$ cat config.mk
export PLATFORM = sky130hd
export DESIGN_NAME = apb_req_arbiter
export DESIGN_NICKNAME = d
export VERILOG_FILES = /design/src/rtl/apb_req_arbiter.sv
export SDC_FILE = /design/constraint.sdc
export NUM_CORES = 1
export LEC_CHECK = 0
export ABC_AREA = 1
export BUFFER_PORTS_ARGS = -buffer_cell sky130_fd_sc_hd__buf_2
export CORE_UTILIZATION = 40
export CTS_CLUSTER_DIAMETER = 50
export CTS_CLUSTER_SIZE = 16
export DETAILED_ROUTE_END_ITERATION = 8
export PLACE_DENSITY = 0.75
export REMOVE_ABC_BUFFERS = 1
export SLEW_MARGIN = 40
export SYNTH_ARGS = -nofsm -noshare
export SYNTH_HDL_FRONTEND = slang
export SYNTH_SLANG_ARGS = --single-unit
export TNS_END_PERCENT = 5
$ cat constraint.sdc
create_clock -name clk -period 3 [get_ports clk]
set_input_delay 0.45 -clock clk [delete_from_list [all_inputs] [get_ports clk]]
set_output_delay 0.45 -clock clk [all_outputs]
set_load 0.005 [all_outputs]
$ cat src/rtl/apb_req_arbiter.sv
// Arbitrates NUM_REQ bus requesters onto a single apb_controller_sbm instance.
// Define APB_ARB_RR_EN for round-robin; the default build uses fixed lowest-index priority.
package apb_arb_pkg;
    typedef enum logic [1:0] {
        SIZE_B = 2'd0,
        SIZE_H = 2'd1,
        SIZE_W = 2'd2
    } cs_size;
endpackage

module apb_req_arbiter
    import apb_arb_pkg::*;
#(
    parameter int NUM_REQ = 2,
    parameter int DAT_W   = 32,
    parameter int ADDR_W  = 32
) (
    input  logic                             clk,
    input  logic                             rst,
    input  logic [NUM_REQ-1:0]               req_i,
    input  logic [NUM_REQ-1:0]               dir_i,
    input  cs_size                           size_i [NUM_REQ],
    input  logic [NUM_REQ-1:0][ADDR_W-1:0]   addr_i,
    input  logic [NUM_REQ-1:0][DAT_W-1:0]    wdata_i,
    output logic [NUM_REQ-1:0]               gnt_o,
    output logic [NUM_REQ-1:0]               done_o,
    output logic                             err_o,
    output logic [DAT_W-1:0]                 rdata_o,
    output logic                             ctrl_start_o,
    output logic                             ctrl_dir_o,
    output cs_size                           ctrl_size_o,
    output logic [ADDR_W-1:0]                ctrl_addr_o,
    output logic [DAT_W-1:0]                 ctrl_wdata_o,
    input  logic                             ctrl_ready_i,
    input  logic                             ctrl_valid_i,
    input  logic                             ctrl_err_i,
    input  logic [DAT_W-1:0]                 ctrl_rdata_i
);

    localparam int IDX_W = (NUM_REQ > 1) ? $clog2(NUM_REQ) : 1;

    typedef enum logic [1:0] {IDLE, ISSUE, WAIT, RESP} state_t;

    state_t               state_q, state_d;
    logic [IDX_W-1:0]     idx_q, idx_d;
    logic                 dir_q, dir_d;
    cs_size               size_q, size_d;
    logic [ADDR_W-1:0]    addr_q, addr_d;
    logic [DAT_W-1:0]     wdata_q, wdata_d;
    logic [NUM_REQ-1:0]   gnt_q, gnt_d;
    logic [NUM_REQ-1:0]   done_q, done_d;
    logic                 start_q, start_d;
    logic                 err_q, err_d;
    logic [DAT_W-1:0]     rdata_q, rdata_d;

    logic                 win_found;
    logic [IDX_W-1:0]     win_idx;
    logic [IDX_W-1:0]     cand;

    // Sequencing relies only on ready; valid carries no extra information here.
    logic unused_valid;
    assign unused_valid = ctrl_valid_i;

`ifdef APB_ARB_RR_EN
    logic [IDX_W-1:0]     ptr_q, ptr_d;

    always_comb begin
        win_found = 1'b0;
        win_idx   = '0;
        cand      = '0;
        for (int i = 0; i < NUM_REQ; i++) begin
            cand = IDX_W'((int'(ptr_q) + 1 + i) % NUM_REQ);
            if (!win_found && req_i[cand]) begin
                win_found = 1'b1;
                win_idx   = cand;
            end
        end
    end
`else
    always_comb begin
        win_found = 1'b0;
        win_idx   = '0;
        cand      = '0;
        for (int i = NUM_REQ - 1; i >= 0; i--) begin
            cand = IDX_W'(i);
            if (req_i[cand]) begin
                win_found = 1'b1;
                win_idx   = cand;
            end
        end
    end
`endif

    always_comb begin
        state_d = state_q;
        idx_d   = idx_q;
        dir_d   = dir_q;
        size_d  = size_q;
        addr_d  = addr_q;
        wdata_d = wdata_q;
        gnt_d   = gnt_q;
        done_d  = '0;
        start_d = 1'b0;
        err_d   = err_q;
        rdata_d = rdata_q;
`ifdef APB_ARB_RR_EN
        ptr_d   = ptr_q;
`endif
        case (state_q)
            IDLE: begin
                // A busy controller (e.g. after an arbiter-only reset) blocks new grants.
                if (win_found && ctrl_ready_i) begin
                    state_d        = ISSUE;
                    idx_d          = win_idx;
                    dir_d          = dir_i[win_idx];
                    size_d         = size_i[win_idx];
                    addr_d         = addr_i[win_idx];
                    wdata_d        = wdata_i[win_idx];
                    gnt_d          = '0;
                    gnt_d[win_idx] = 1'b1;
                    start_d        = 1'b1;
`ifdef APB_ARB_RR_EN
                    ptr_d          = win_idx;
`endif
                end
            end
            ISSUE: begin
                state_d = WAIT;
            end
            WAIT: begin
                if (ctrl_ready_i) begin
                    state_d       = RESP;
                    rdata_d       = ctrl_rdata_i;
                    err_d         = ctrl_err_i;
                    done_d[idx_q] = 1'b1;
                end
            end
            RESP: begin
                state_d = IDLE;
                gnt_d   = '0;
            end
            default: begin
                state_d = IDLE;
            end
        endcase
    end

    always_ff @(posedge clk) begin
        if (rst) begin
            state_q <= IDLE;
            idx_q   <= '0;
            dir_q   <= 1'b0;
            size_q  <= SIZE_W;
            addr_q  <= '0;
            wdata_q <= '0;
            gnt_q   <= '0;
            done_q  <= '0;
            start_q <= 1'b0;
            err_q   <= 1'b0;
            rdata_q <= '0;
`ifdef APB_ARB_RR_EN
            ptr_q   <= IDX_W'(NUM_REQ - 1);
`endif
        end else begin
            state_q <= state_d;
            idx_q   <= idx_d;
            dir_q   <= dir_d;
            size_q  <= size_d;
            addr_q  <= addr_d;
            wdata_q <= wdata_d;
            gnt_q   <= gnt_d;
            done_q  <= done_d;
            start_q <= start_d;
            err_q   <= err_d;
            rdata_q <= rdata_d;
`ifdef APB_ARB_RR_EN
            ptr_q   <= ptr_d;
`endif
        end
    end

    assign gnt_o        = gnt_q;
    assign done_o       = done_q;
    assign err_o        = err_q;
    assign rdata_o      = rdata_q;
    assign ctrl_start_o = start_q;
    assign ctrl_dir_o   = dir_q;
    assign ctrl_size_o  = size_q;
    assign ctrl_addr_o  = addr_q;
    assign ctrl_wdata_o = wdata_q;

endmodule

; After elaboration in Yosys (flattened, before gate mapping)
; Cells that the tools add are included.
; Widths: inputs -> output; s select.
[op_classes]
bitwise_logic = 4
mux = 22
eq_ne = 5
order_cmp = 5
reduce_logical = 11
[op_table]
columns = operator, count
row1 = $mux 32, 4
row2 = $mux 2, 6
row3 = $mux 1, 8
row4 = $pmux 2 s4, 1
row5 = $reduce_and 2->1, 4
row6 = $eq 2x2->1 const B, 2
row7 = $lt 1x2->1 const B, 2
row8 = $ne 2x2->1 const B, 2
row9 = $pmux 2 s2, 1
row10 = $logic_and 1x1->1, 3
row11 = $not 1->1, 3
row12 = $reduce_or 3->1, 1
row13 = $demux 1 s1, 2
row14 = $eq 2x1->1 const B, 1
row15 = $ge 1x1->1 const B, 2
row16 = $ge 2x2->1 const B, 1
row17 = $logic_not 2->1, 1
row18 = $not 1->2, 1
row19 = $reduce_bool 2->1, 1
row20 = $reduce_or 2->1, 1
[word_totals]
regBits = 108
input_bits = 173
word_cells = 58
out_inout_bits = 105

; Depth between registers and ports, before layout
[logic_depth]
depth_word = 8
depth_mapped = 8
depth_no_buf = 7

; Least setup slack after synthesis
; Ideal clock, no wire load.
[synth_timing]
path_type = register -> register
from = reg state_q[0]
to = reg size_q[1] (netlist: ctrl_size_o[1])
n_path_buf = 2
required_ns = 2.877
setup_ns = 0.123
synth_period_minus_slack_ns = 1.362
slack_ns = 1.638
t_arrival_ns = 1.239
path_stages_with_launch = 9
cell_sequence = dfxtp_1 inv_1 ha_1 nand3_2 inv_2 buf_4 buf_4 nand3_1 nand3_1
[synth_via]
elab_chain_cells = 2
[synth_lines]
columns = element, line_no
row1 = "start, declared", 44  ; state_t state_q, state_d;
row2 = "start signal, assigned", 165  ; state_q <= state_d;
row3 = $logic_not 2->1, 109  ; case (state_q)
row4 = $reduce_and 2->1 (no line), -
row5 = "end signal, assigned", 168  ; size_q <= size_d;
row6 = "end, declared", 47  ; cs_size size_q, size_d;
; Every way passes these cells.
; A chain may end at the register's enable or synchronous reset.

; Worst setup path after layout
[layout_timing]
from = reg state_q[1]
to = reg addr_q[29] (netlist: ctrl_addr_o[29])
[layout_via]
elab_chain_cells = 2
[layout_lines]
columns = element, line_no
row1 = $logic_not 2->1, 109
row2 = $reduce_and 2->1 (no line), -
row3 = "end signal, assigned", 169  ; addr_q <= addr_d;
row4 = "end, declared", 48  ; logic [ADDR_W-1:0] addr_q, addr_d;
; Every way passes these cells.

==> summary.md <==
| Metric | Value |
|---|---|
| Status | finished clean |
| Placed Area | 0.00603 sq mm |
| Achievable Freq | 556 MHz |
| Mapped Cells | 696 |
| Period utilization | 59.9% |
| Post-Layout Cell Count | 1090 |
| Share of cells above drive strength 1 | 32.1% |
| Cts repair resizes | 0 |
| Ports | 278 |
| Multi-input gate area | 0.00218 sq mm |
| DRC Markers | 0 |
| Worst Setup End Kind | flop |
| Critical path's slowest cell | buf_4 |
| Total track usage | 21.5% |
| Num CTS Buffers | 9 |
| Worst path bufs/invs | 2 |
| CTS Hold Bufs | 0 |
| Core area | 0.0110 sq mm |
| Slowest stage delay, CP | 0.57 ns |
| Vias in the first global route | 4358 |
| Reg area | 0.00216 sq mm |
| Mapped Area | 0.00458 sq mm |
| Die height | 109 um |
| Fill cells | 1138 |
| Detailed Place HPWL | 9.59 mm |
| Post-route setup TNS | 0 ns |
| Sink Count | 108 |
| CP max FO | 71 |
| Fin Clk Skew | 0.00749 ns |
| Worst slew pin tran | 0.792 ns |
| Power Total | 4110 uW |
| Design area | 0.00632 sq mm |
| Clock root buffer | clkbuf_16 |
| Yosys reg bits | 108 |
| Pin count of the biggest net entering global routing | 76 |
| Number of port buffers | 276 |
| First-pass GRT wire length | 20.2 mm |
| DRT Wirelength | 13.4 mm |
| Via count | 5014 |
| Clock Latency Late Sink | 0.33 ns |
| Seq/Total Area, Yosys | 47.2% |
| Mean routed wirelength per cell | 12.3 um |
| N_diodes | 0 |
| DP Cell Count | 1074 |
| Crit start category | flop |
| Slew Viols, Final | 0 |
| Setup Buffers After CTS | 0 |
| Area delta synth->final | 37.9% |
| Max IR drop VDD | 0.000375 V |
| Leakage power | 0.00334 uW |
| WP data arrival | 2.05 ns |
| Mean Syn Cell Area | 6.58 sq um |
| Die area | 0.0119 sq mm |
| Number of nets in the layout | 1121 |
| Vias/cell | 4.60 |
| RSZ-0062 raised after global routing | false |
| Initial Util | 41.7% |
| Delay-heaviest family, CP | buffers and inverters |
| Max-cap viol count | 0 |
| Netlist cell types | 17 |
| First-pass DRT Iterations | 4 |
| HP Class | in -> reg |
| Placer Congestion | 0.775 |
| Top cells by area, synth | dfxtp_1, nand2_1, a21oi_1, nor2_1, o21ai_0 |
| Minimum clock period | 1.80 ns |
| Post-route ant nets | 0 |
| Clock tree buffer depth | 2 |
| Final setup fails | 0 |
| WP data required | 3.25 ns |
| TritonCTS clock tree | done |
| Die Wd | 109 um |
| Crit Path Class | reg -> reg |
| Yosys top cell area share | 47.2% |
| GR Overflow Total | 0 |
| H-tree depth | 3 |
| Critical Path, Cell by Cell | inv_1 > ha_1 > nand3_2 > buf_4 > nand2_1 > a21oi_1 |
| Initial antenna violation count | 0 |
| Detailed Route Iter0 Violations | 314 |
| Final hold vios | 0 |
| Power density cells | 651 mW/mm^2 |
| Rel. slew slack | 46.9% |
| Cell taking the most area after synthesis | dfxtp_1 |
| CTS clock-pin slew for the worst setup and hold paths | 0.07 ns |
| Num rows | 38 |
| Ys Warns | 0 |
## cells in the mapped netlist
master / number
buf_4: 4
nor2_1: 70
nor3_1: 1
nor3b_1: 1
nand3_2: 1
inv_1: 11
inv_2: 2
nand4_1: 2
nand3_1: 5
buf_1: 1
clkbuf_1: 27
nand2_1: 340
a21oi_1: 72
dfxtp_1: 108
buf_2: 13
ha_1: 3
o21ai_0: 35
## routing by layer
metal / part of all wire [%] / track usage, %
met5: 0 / 0
met4: 3.0 / 9.46
met3: 5.4 / 3.47
met2: 49 / 37.6
met1: 42 / 25.8
## cells by family (layout without fill, tap and decap cells)
family,after synthesis,after routing,synth area share (%)
AO/OA/AOI/OAI,107,107,11.7
adder cells (fa/ha/maj),3,3,0.819
buffers and inverters,58,312,5.43
flip-flops,108,108,47.2
AND/OR/NAND/NOR,420,420,34.9
## worst register-to-register path: stages, from the launching register on
cell	delay, ns
dfxtp_1	0.39
inv_1	0.07
ha_1	0.23
nand3_2	0.10
buf_4	0.57
nand2_1	0.15
a21oi_1	0.21
## layout by cell type (no fill, tap or decap)
cell type   netlist  routed
inv_1            11       9
nor2_4            0       1
nand2_2           0       1
inv_8             0       1
nand4_1           2       2
clkbuf_16         0       9
dfxtp_1         108     108
nor3_1            1       1
buf_12            0       2
inv_6             0       2
clkinv_2          0       1
nor2_1           70      69
clkbuf_8          0       2
clkinv_1          0       1
nand3_1           5       5
nor3b_1           1       1
clkinvlp_4        0       1
inv_2             2       3
nand3_2           1       1
buf_4             4       5
nand2_1         340     339
a21oi_1          72      72
o21ai_0          35      35
buf_2            13     276
ha_1              3       3
## path summary, 6_finish.rpt
path,startpoint,to,slack (ns),cells after the start
worst max-delay path,state_q[1],ctrl_addr_o[29],1.20,6
worst min-delay path,size_i[1],ctrl_size_o[1],0.35,3
worst max register to register,state_q[1],ctrl_addr_o[29],1.20,6
worst min register to register,idx_q,done_o[0],0.46,1
## through the flow
| step | worst slack (ns) | util (%) | hold WS (ns) |
|---|---|---|---|
| 6_report | 1.20 | 57.6 | 0.351 |
| 5_1_grt | 1.05 | 57.6 | 0.349 |
| 4_1_cts | 1.20 | 57.6 | 0.339 |
| 3_5_place_dp | 1.11 | 54.9 | 0.447 |
| 3_3_place_gp | 1.16 | 54.9 | 0.434 |
| 2_1_floorplan | 0.107 | - | 0.412 |
## power by group
group,switching [uW],internal [uW]
Sequential,112,1680
Combinational,685,482
Clock,538,620
Total,1330,2780
## registers in the layout (all words and copies together) (netlist names)
signal,cells
state_q,2
ctrl_dir_o,1
ctrl_start_o,1
rdata_o,32
idx_q,1
err_o,1
ctrl_addr_o,32
ctrl_size_o,2
gnt_o,2
done_o,2
ctrl_wdata_o,32
## area by class of cell
type	count	share of cell area, %
Clock inverter	5	0.653
Multi-Input combinational cell	530	34.5
Inverter	13	0.772
Sequential cell	108	34.2
Tap cell	140	2.77
Clock buffer	11	4.00
Timing Repair Buffer	283	23.1
(Power assumes the default switching activity.)
